<file path="config.mk">
export PLATFORM = sky130hd
export DESIGN_NAME = peripheral_pwm_multi
export DESIGN_NICKNAME = d
export VERILOG_FILES = /design/src/rtl/peripheral_pwm_multi.sv
export SDC_FILE = /design/constraint.sdc
export NUM_CORES = 2
export LEC_CHECK = 0
export ABC_AREA = 1
export ABC_CLOCK_PERIOD_IN_PS = 32500
export BUFFER_PORTS_ARGS = -buffer_cell sky130_fd_sc_hd__buf_2
export CAP_MARGIN = 10
export CORE_ASPECT_RATIO = 1.1
export CORE_UTILIZATION = 37
export CTS_BUF_LIST = sky130_fd_sc_hd__clkbuf_2 sky130_fd_sc_hd__clkbuf_4 sky130_fd_sc_hd__clkbuf_8
export CTS_CLUSTER_SIZE = 30
export DETAILED_ROUTE_END_ITERATION = 7
export SLEW_MARGIN = 30
export SYNTH_ARGS = -nofsm -noshare
export SYNTH_HDL_FRONTEND = slang
export SYNTH_SLANG_ARGS = --single-unit
</file>
<file path="constraint.sdc">
create_clock -name clk -period 32.5 [get_ports clk]
set_input_delay 6.5 -clock clk [delete_from_list [all_inputs] [get_ports clk]]
set_output_delay 6.5 -clock clk [all_outputs]
set_load 0.005 [all_outputs]
</file>
<file path="src/rtl/peripheral_pwm_multi.sv">
`default_nettype none
// +----------------------------------------------------------------------------+
// | peripheral_pwm_multi: NCH-channel PWM, double-buffered period/duty, irq    |
// | Revision: 1.0                                                              |
// +----------------------------------------------------------------------------+
module peripheral_pwm_multi #(
  parameter int NCH = 8,
  parameter int CW  = 16
) (
  input  logic           clk,
  input  logic           reset,
  input  logic [15:0]    addr,
  input  logic [31:0]    datain,
  input  logic           w,
  input  logic           r,
  output logic [31:0]    dataout,
  output logic [NCH-1:0] pwm,
  output logic           irq
);

  localparam int          G_WORD = 1 + 2 * NCH;
  localparam logic [CW-1:0] ONE  = CW'(1);

  logic [13:0]    word_w;
  logic [NCH-1:0] en_q, status_q, mode_q, pol_q, irqen_q;
  logic [NCH-1:0] status_d, pe_w;
  logic [CW-1:0]  per_buf_q  [NCH];
  logic [CW-1:0]  duty_buf_q [NCH];
  logic [NCH-1:0] wr_per_w, wr_duty_w;
  logic           wr_en_w, wr_stat_w, wr_mode_w, wr_pol_w, wr_irqen_w;
  logic [31:0]    rdata_w, dataout_q;
  logic           irq_q;
  logic           unused_w;

  assign word_w   = addr[15:2];
  assign unused_w = ^{addr[1:0], datain};

  always_comb begin
    wr_en_w    = w && (word_w == 14'd0);
    wr_stat_w  = w && (word_w == 14'(G_WORD));
    wr_mode_w  = w && (word_w == 14'(G_WORD + 1));
    wr_pol_w   = w && (word_w == 14'(G_WORD + 2));
    wr_irqen_w = w && (word_w == 14'(G_WORD + 3));
    for (int i = 0; i < NCH; i++) begin
      wr_per_w[i]  = w && (word_w == 14'(1 + 2 * i));
      wr_duty_w[i] = w && (word_w == 14'(2 + 2 * i));
    end
  end

  // Read mux always sees pre-write state, so a read+write returns the old value.
  always_comb begin
    rdata_w = '0;
    if (word_w == 14'd0)                rdata_w[NCH-1:0] = en_q;
    if (word_w == 14'(G_WORD))          rdata_w[NCH-1:0] = status_q;
    if (word_w == 14'(G_WORD + 1))      rdata_w[NCH-1:0] = mode_q;
    if (word_w == 14'(G_WORD + 2))      rdata_w[NCH-1:0] = pol_q;
    if (word_w == 14'(G_WORD + 3))      rdata_w[NCH-1:0] = irqen_q;
    for (int i = 0; i < NCH; i++) begin
      if (word_w == 14'(1 + 2 * i))     rdata_w[CW-1:0] = per_buf_q[i];
      if (word_w == 14'(2 + 2 * i))     rdata_w[CW-1:0] = duty_buf_q[i];
    end
  end

  // Set beats clear when both land on the same edge.
  always_comb begin
    status_d = (status_q & ~(wr_stat_w ? datain[NCH-1:0] : '0)) | pe_w;
  end

  always_ff @(posedge clk or posedge reset) begin
    if (reset) begin
      en_q      <= '0;
      status_q  <= '0;
      mode_q    <= '0;
      pol_q     <= '0;
      irqen_q   <= '0;
      dataout_q <= '0;
      irq_q     <= 1'b0;
    end else begin
      if (wr_en_w)    en_q    <= datain[NCH-1:0];
      if (wr_mode_w)  mode_q  <= datain[NCH-1:0];
      if (wr_pol_w)   pol_q   <= datain[NCH-1:0];
      if (wr_irqen_w) irqen_q <= datain[NCH-1:0];
      status_q <= status_d;
      irq_q    <= |(status_q & irqen_q);
      if (r) dataout_q <= rdata_w;
    end
  end

  always_ff @(posedge clk or posedge reset) begin
    if (reset) begin
      for (int i = 0; i < NCH; i++) begin
        per_buf_q[i]  <= '0;
        duty_buf_q[i] <= '0;
      end
    end else begin
      for (int i = 0; i < NCH; i++) begin
        if (wr_per_w[i])  per_buf_q[i]  <= datain[CW-1:0];
        if (wr_duty_w[i]) duty_buf_q[i] <= datain[CW-1:0];
      end
    end
  end

  generate
    for (genvar i = 0; i < NCH; i++) begin : g_ch
      logic [CW-1:0] cnt_q, cnt_d, per_a_q, per_a_d, dut_a_q, dut_a_d;
      logic          dir_q, dir_d, pwm_q, pwm_d, pe;

      // dir_q=1 means counting down (center mode only).
      always_comb begin
        cnt_d   = cnt_q;
        dir_d   = dir_q;
        per_a_d = per_a_q;
        dut_a_d = dut_a_q;
        pe      = 1'b0;
        if (!en_q[i]) begin
          cnt_d   = '0;
          dir_d   = 1'b0;
          per_a_d = per_buf_q[i];
          dut_a_d = duty_buf_q[i];
        end else if (!mode_q[i]) begin
          dir_d = 1'b0;
          if (cnt_q == per_a_q) begin
            pe    = 1'b1;
            cnt_d = '0;
          end else begin
            cnt_d = cnt_q + ONE;
          end
        end else if (per_a_q == '0) begin
          pe    = 1'b1;
          cnt_d = '0;
          dir_d = 1'b0;
        end else if (cnt_q == ONE && (dir_q || per_a_q == ONE)) begin
          // PER_A=1 has no down-slope, so the top is also the period end.
          pe    = 1'b1;
          cnt_d = '0;
          dir_d = 1'b0;
        end else if (dir_q || cnt_q == per_a_q) begin
          dir_d = 1'b1;
          cnt_d = cnt_q - ONE;
        end else begin
          cnt_d = cnt_q + ONE;
        end
        if (pe) begin
          per_a_d = per_buf_q[i];
          dut_a_d = duty_buf_q[i];
        end
        pwm_d = en_q[i] ? ((cnt_q < dut_a_q) ^ pol_q[i]) : pol_q[i];
      end

      always_ff @(posedge clk or posedge reset) begin
        if (reset) begin
          cnt_q   <= '0;
          dir_q   <= 1'b0;
          per_a_q <= '0;
          dut_a_q <= '0;
          pwm_q   <= 1'b0;
        end else begin
          cnt_q   <= cnt_d;
          dir_q   <= dir_d;
          per_a_q <= per_a_d;
          dut_a_q <= dut_a_d;
          pwm_q   <= pwm_d;
        end
      end

      assign pwm[i]  = pwm_q;
      assign pe_w[i] = pe;
    end
  endgenerate

  assign dataout = dataout_q;
  assign irq     = irq_q;

endmodule
`default_nettype wire
</file>
==> impl_metrics.ini <==
[logic_synthesis]
synth_commonest_cells = 1,109 x nand2_1, 713 x dfrtp_1, 485 x inv_1, 412 x nor2_1, 313 x o21ai_0
synth_seq_cells = 713
synth_cells = 4767
async_reset_ff_frac = 1.00
synth.yosys.seq_area_share = 0.465
synth.distinct_cells = 65
yosysTopAreaCell = dfrtp_1
synth_most_common_cell = nand2_1
ys.flop_type = dfrtp_1
synthDominantCellAreaShare = 0.465
synth_area_per_cell_um2 = 8.05
syn_area_mm2 = 0.0384
synth-edff-count = 0
synthTopCellsByArea = dfrtp_1 46%, nand2_1 11%, inv_1 4.7%, ha_1 4.7%, o21ai_0 4.1%
synth_warnings = 0

[floorplanning]
die_width_um = 309
start_util = 0.375
core_mm2 = 0.102
die_area_mm2 = 0.105
io_pins = 93
rows = 123
die_h_um = 340

[clocking]
cts.clk_slew.worst_paths_ns = 0.06
cts-htree-levels = 3
cts_buffers = 119
hold_buffers = 0
cts_resized = 0
clockRootBuffer = clkbuf_8
insertion_delay_ns = 0.78
cts_setup_buffers = 0
clock_sinks = 713
clockBufferDepth = 3
cts_tree = done

[sta]
max_freq_ghz = 0.110
rsz0062_at_grt = false
setup_viol_count_final = 0
max_slew_margin = 0.314
fin_setup_tns_ns = 0
hold_violations = 0
fin_crit_sh = 0.280
finalWorstSetupSlack_ns = 23.41
fin_hold_ws_ns = 0.477
period_minus_slack_ns = 9.09
finClkSkew_ns = 0.0350
slew_violations = 0
worst_pin_slew_ns = 1.02

[worst_setup_path]
critPathRequiredTime_ns = 33.15
slowest_delay_ns = 0.52
path_class = input port to flip-flop
crit_path_frequent_cell = nor2_1
cp_max_fo = 18
crit_slowest_cell = nand2_2
cp_data_arrival_time_ns = 9.74
crit_chain = buf_2, nor2_1, nand2_2, nor2_1, nand3_1, nand2_1, nor2_1, nand3_1, nor2_1, nand4_1, nor2_1, nand4_1, nor2_1, nand4_1, nor2_1, nand4_1, nand2_1, nand2_1
endpoint_kind = flip-flop
critPathLaunchType = input port
worst-path-stages = 18
r2r_cells = 12
crit_buf_inv = 1
path_delay_family = simple AND/OR/NAND/NOR gates

[cells_and_area]
final_layout_size_suffix_gt1_frac = 0.0978
nets = 4957
areaGrowthSynthToFinish_pct = 10.2
post-route-util = 0.413
fillers = 10419

[route]
routed_wl_mm = 114
num_vias = 31854
drt_iter0_markers = 3064
drcViolationCount = 0
dr.pass1.iters = 6
wl_per_cell_um = 18.3
postRouteAntennaNets = 0
vias_per_cell = 5.11

[pwr]
p_leak_uw = 0.0200
powerDensity_mw_per_mm2 = 52.5
irDropWorstVdd_uv = 30.7
finalPower_uw = 2220

[worst_hold_path]
hold_class = flip-flop to flip-flop
min_path_cells = 2

[global_route]
antenna_found_initial = 5
grt_max_degree = 151
grt_first_pass_wirelength_mm = 180
overflow = 0
grt_use_total = 0.219
grt_pass1_vias = 30329

[placement]
gp_congestion = 0.888
dp_hpwl_mm = 81.3
place_ws_ns = 22.67
port_buffers = 58

[flow_run]
maxCapViolations = 0

[outcome]
run_status = completed
## worst register-to-register path: stages, from the launching register on
cell and delay, ns:
dfrtp_1 0.46, inv_1 0.12, ha_1 0.19, nand4_1 0.11, nor3_1 0.06, o21ai_0 0.07
o31ai_1 0.09, nor2_1 0.16, nor2_1 0.12, nor2_1 0.36, clkinv_2 0.70, nand2_1 0.35
o21ai_1 0.10
## registers in the layout (all words and copies together), names as in the netlist, 16 cells and up
signal        cells
dataout          16
g_ch.per_a_q    128
duty_buf_q      128
g_ch.cnt_q      128
g_ch.dut_a_q    128
per_buf_q       128
## report_power, final
group / internal (uW) / switching (uW) / leakage, uW
logic: 123 / 301 / 0.00876
registers: 906 / 27.2 / 0.00985
clock network: 477 / 388 / 0.00139
## per-stage QoR
step           instance area, um2  std cells
2_1_floorplan               38400       4782
3_3_place_gp                39600       6011
3_5_place_dp                39600       6012
4_1_cts                     42200       6228
5_1_grt                     42300       6232
6_report                    42300       6236
## routing by layer
metal | global-route usage | part of all wire
met1 | 0.330 | 0.49
met2 | 0.322 | 0.43
met3 | 0.0299 | 0.057
met4 | 0.0649 | 0.024
met5 | 0 | 0.00070
## path summary, 6_finish.rpt
path / from / to / slack, ns
max reg2reg: g_ch[1].cnt_q[1]$_DFF_PP0_ / g_ch[1].per_a_q[0]$_DFFE_PP0P_ / 29.47
min: dataout[2]$_DFFE_PP0P_ / dataout[2]$_DFFE_PP0P_ / 0.48
max in group asynchronous: reset / duty_buf_q[79]$_DFFE_PP0P_ / 23.88
max: addr[7] / dataout[2]$_DFFE_PP0P_ / 23.41
min reg2reg: dataout[2]$_DFFE_PP0P_ / dataout[2]$_DFFE_PP0P_ / 0.48
min in group asynchronous: reset / g_ch[1].cnt_q[10]$_DFF_PP0_ / 5.70
## final cells by class
type	instances	area [um2]	share of cell area
multi-input cells	3282	17500	0.413
repair buffers	85	557	0.0132
clock inverters	34	272	0.00642
flip-flops and latches	713	17800	0.422
well taps	1375	1720	0.0407
diodes	5	12.5	0.000296
clock buffers	182	2310	0.0546
inverters	560	2110	0.0499
## cells by family (layout without fill, tap and decap cells)
| kind of cell | Yosys count | after routing | share of synthesized area |
|---|---|---|---|
| simple gates | 1999 | 1999 | 0.226 |
| compound gates | 908 | 908 | 0.130 |
| buf+inv | 787 | 861 | 0.0823 |
| flops | 713 | 713 | 0.465 |
| xor+xnor | 197 | 197 | 0.0449 |
| fa+ha+maj | 144 | 144 | 0.0469 |
| mux | 18 | 18 | 0.00528 |
| other cells | 1 | 21 | 0.0000977 |
## cells in the final DEF (no fill, tap or decap), types with 139 or more instances in the layout
cell,netlist,layout
o21ai_0,313,313
o21ai_1,307,307
ha_1,144,144
nand2_1,1109,1100
inv_1,485,475
nand3_1,161,160
nor2_1,412,411
xor2_1,170,170
nand4_1,139,139
dfrtp_1,713,713
clkbuf_8,0,151
Note: power is estimated with default switching activity, not from simulation.
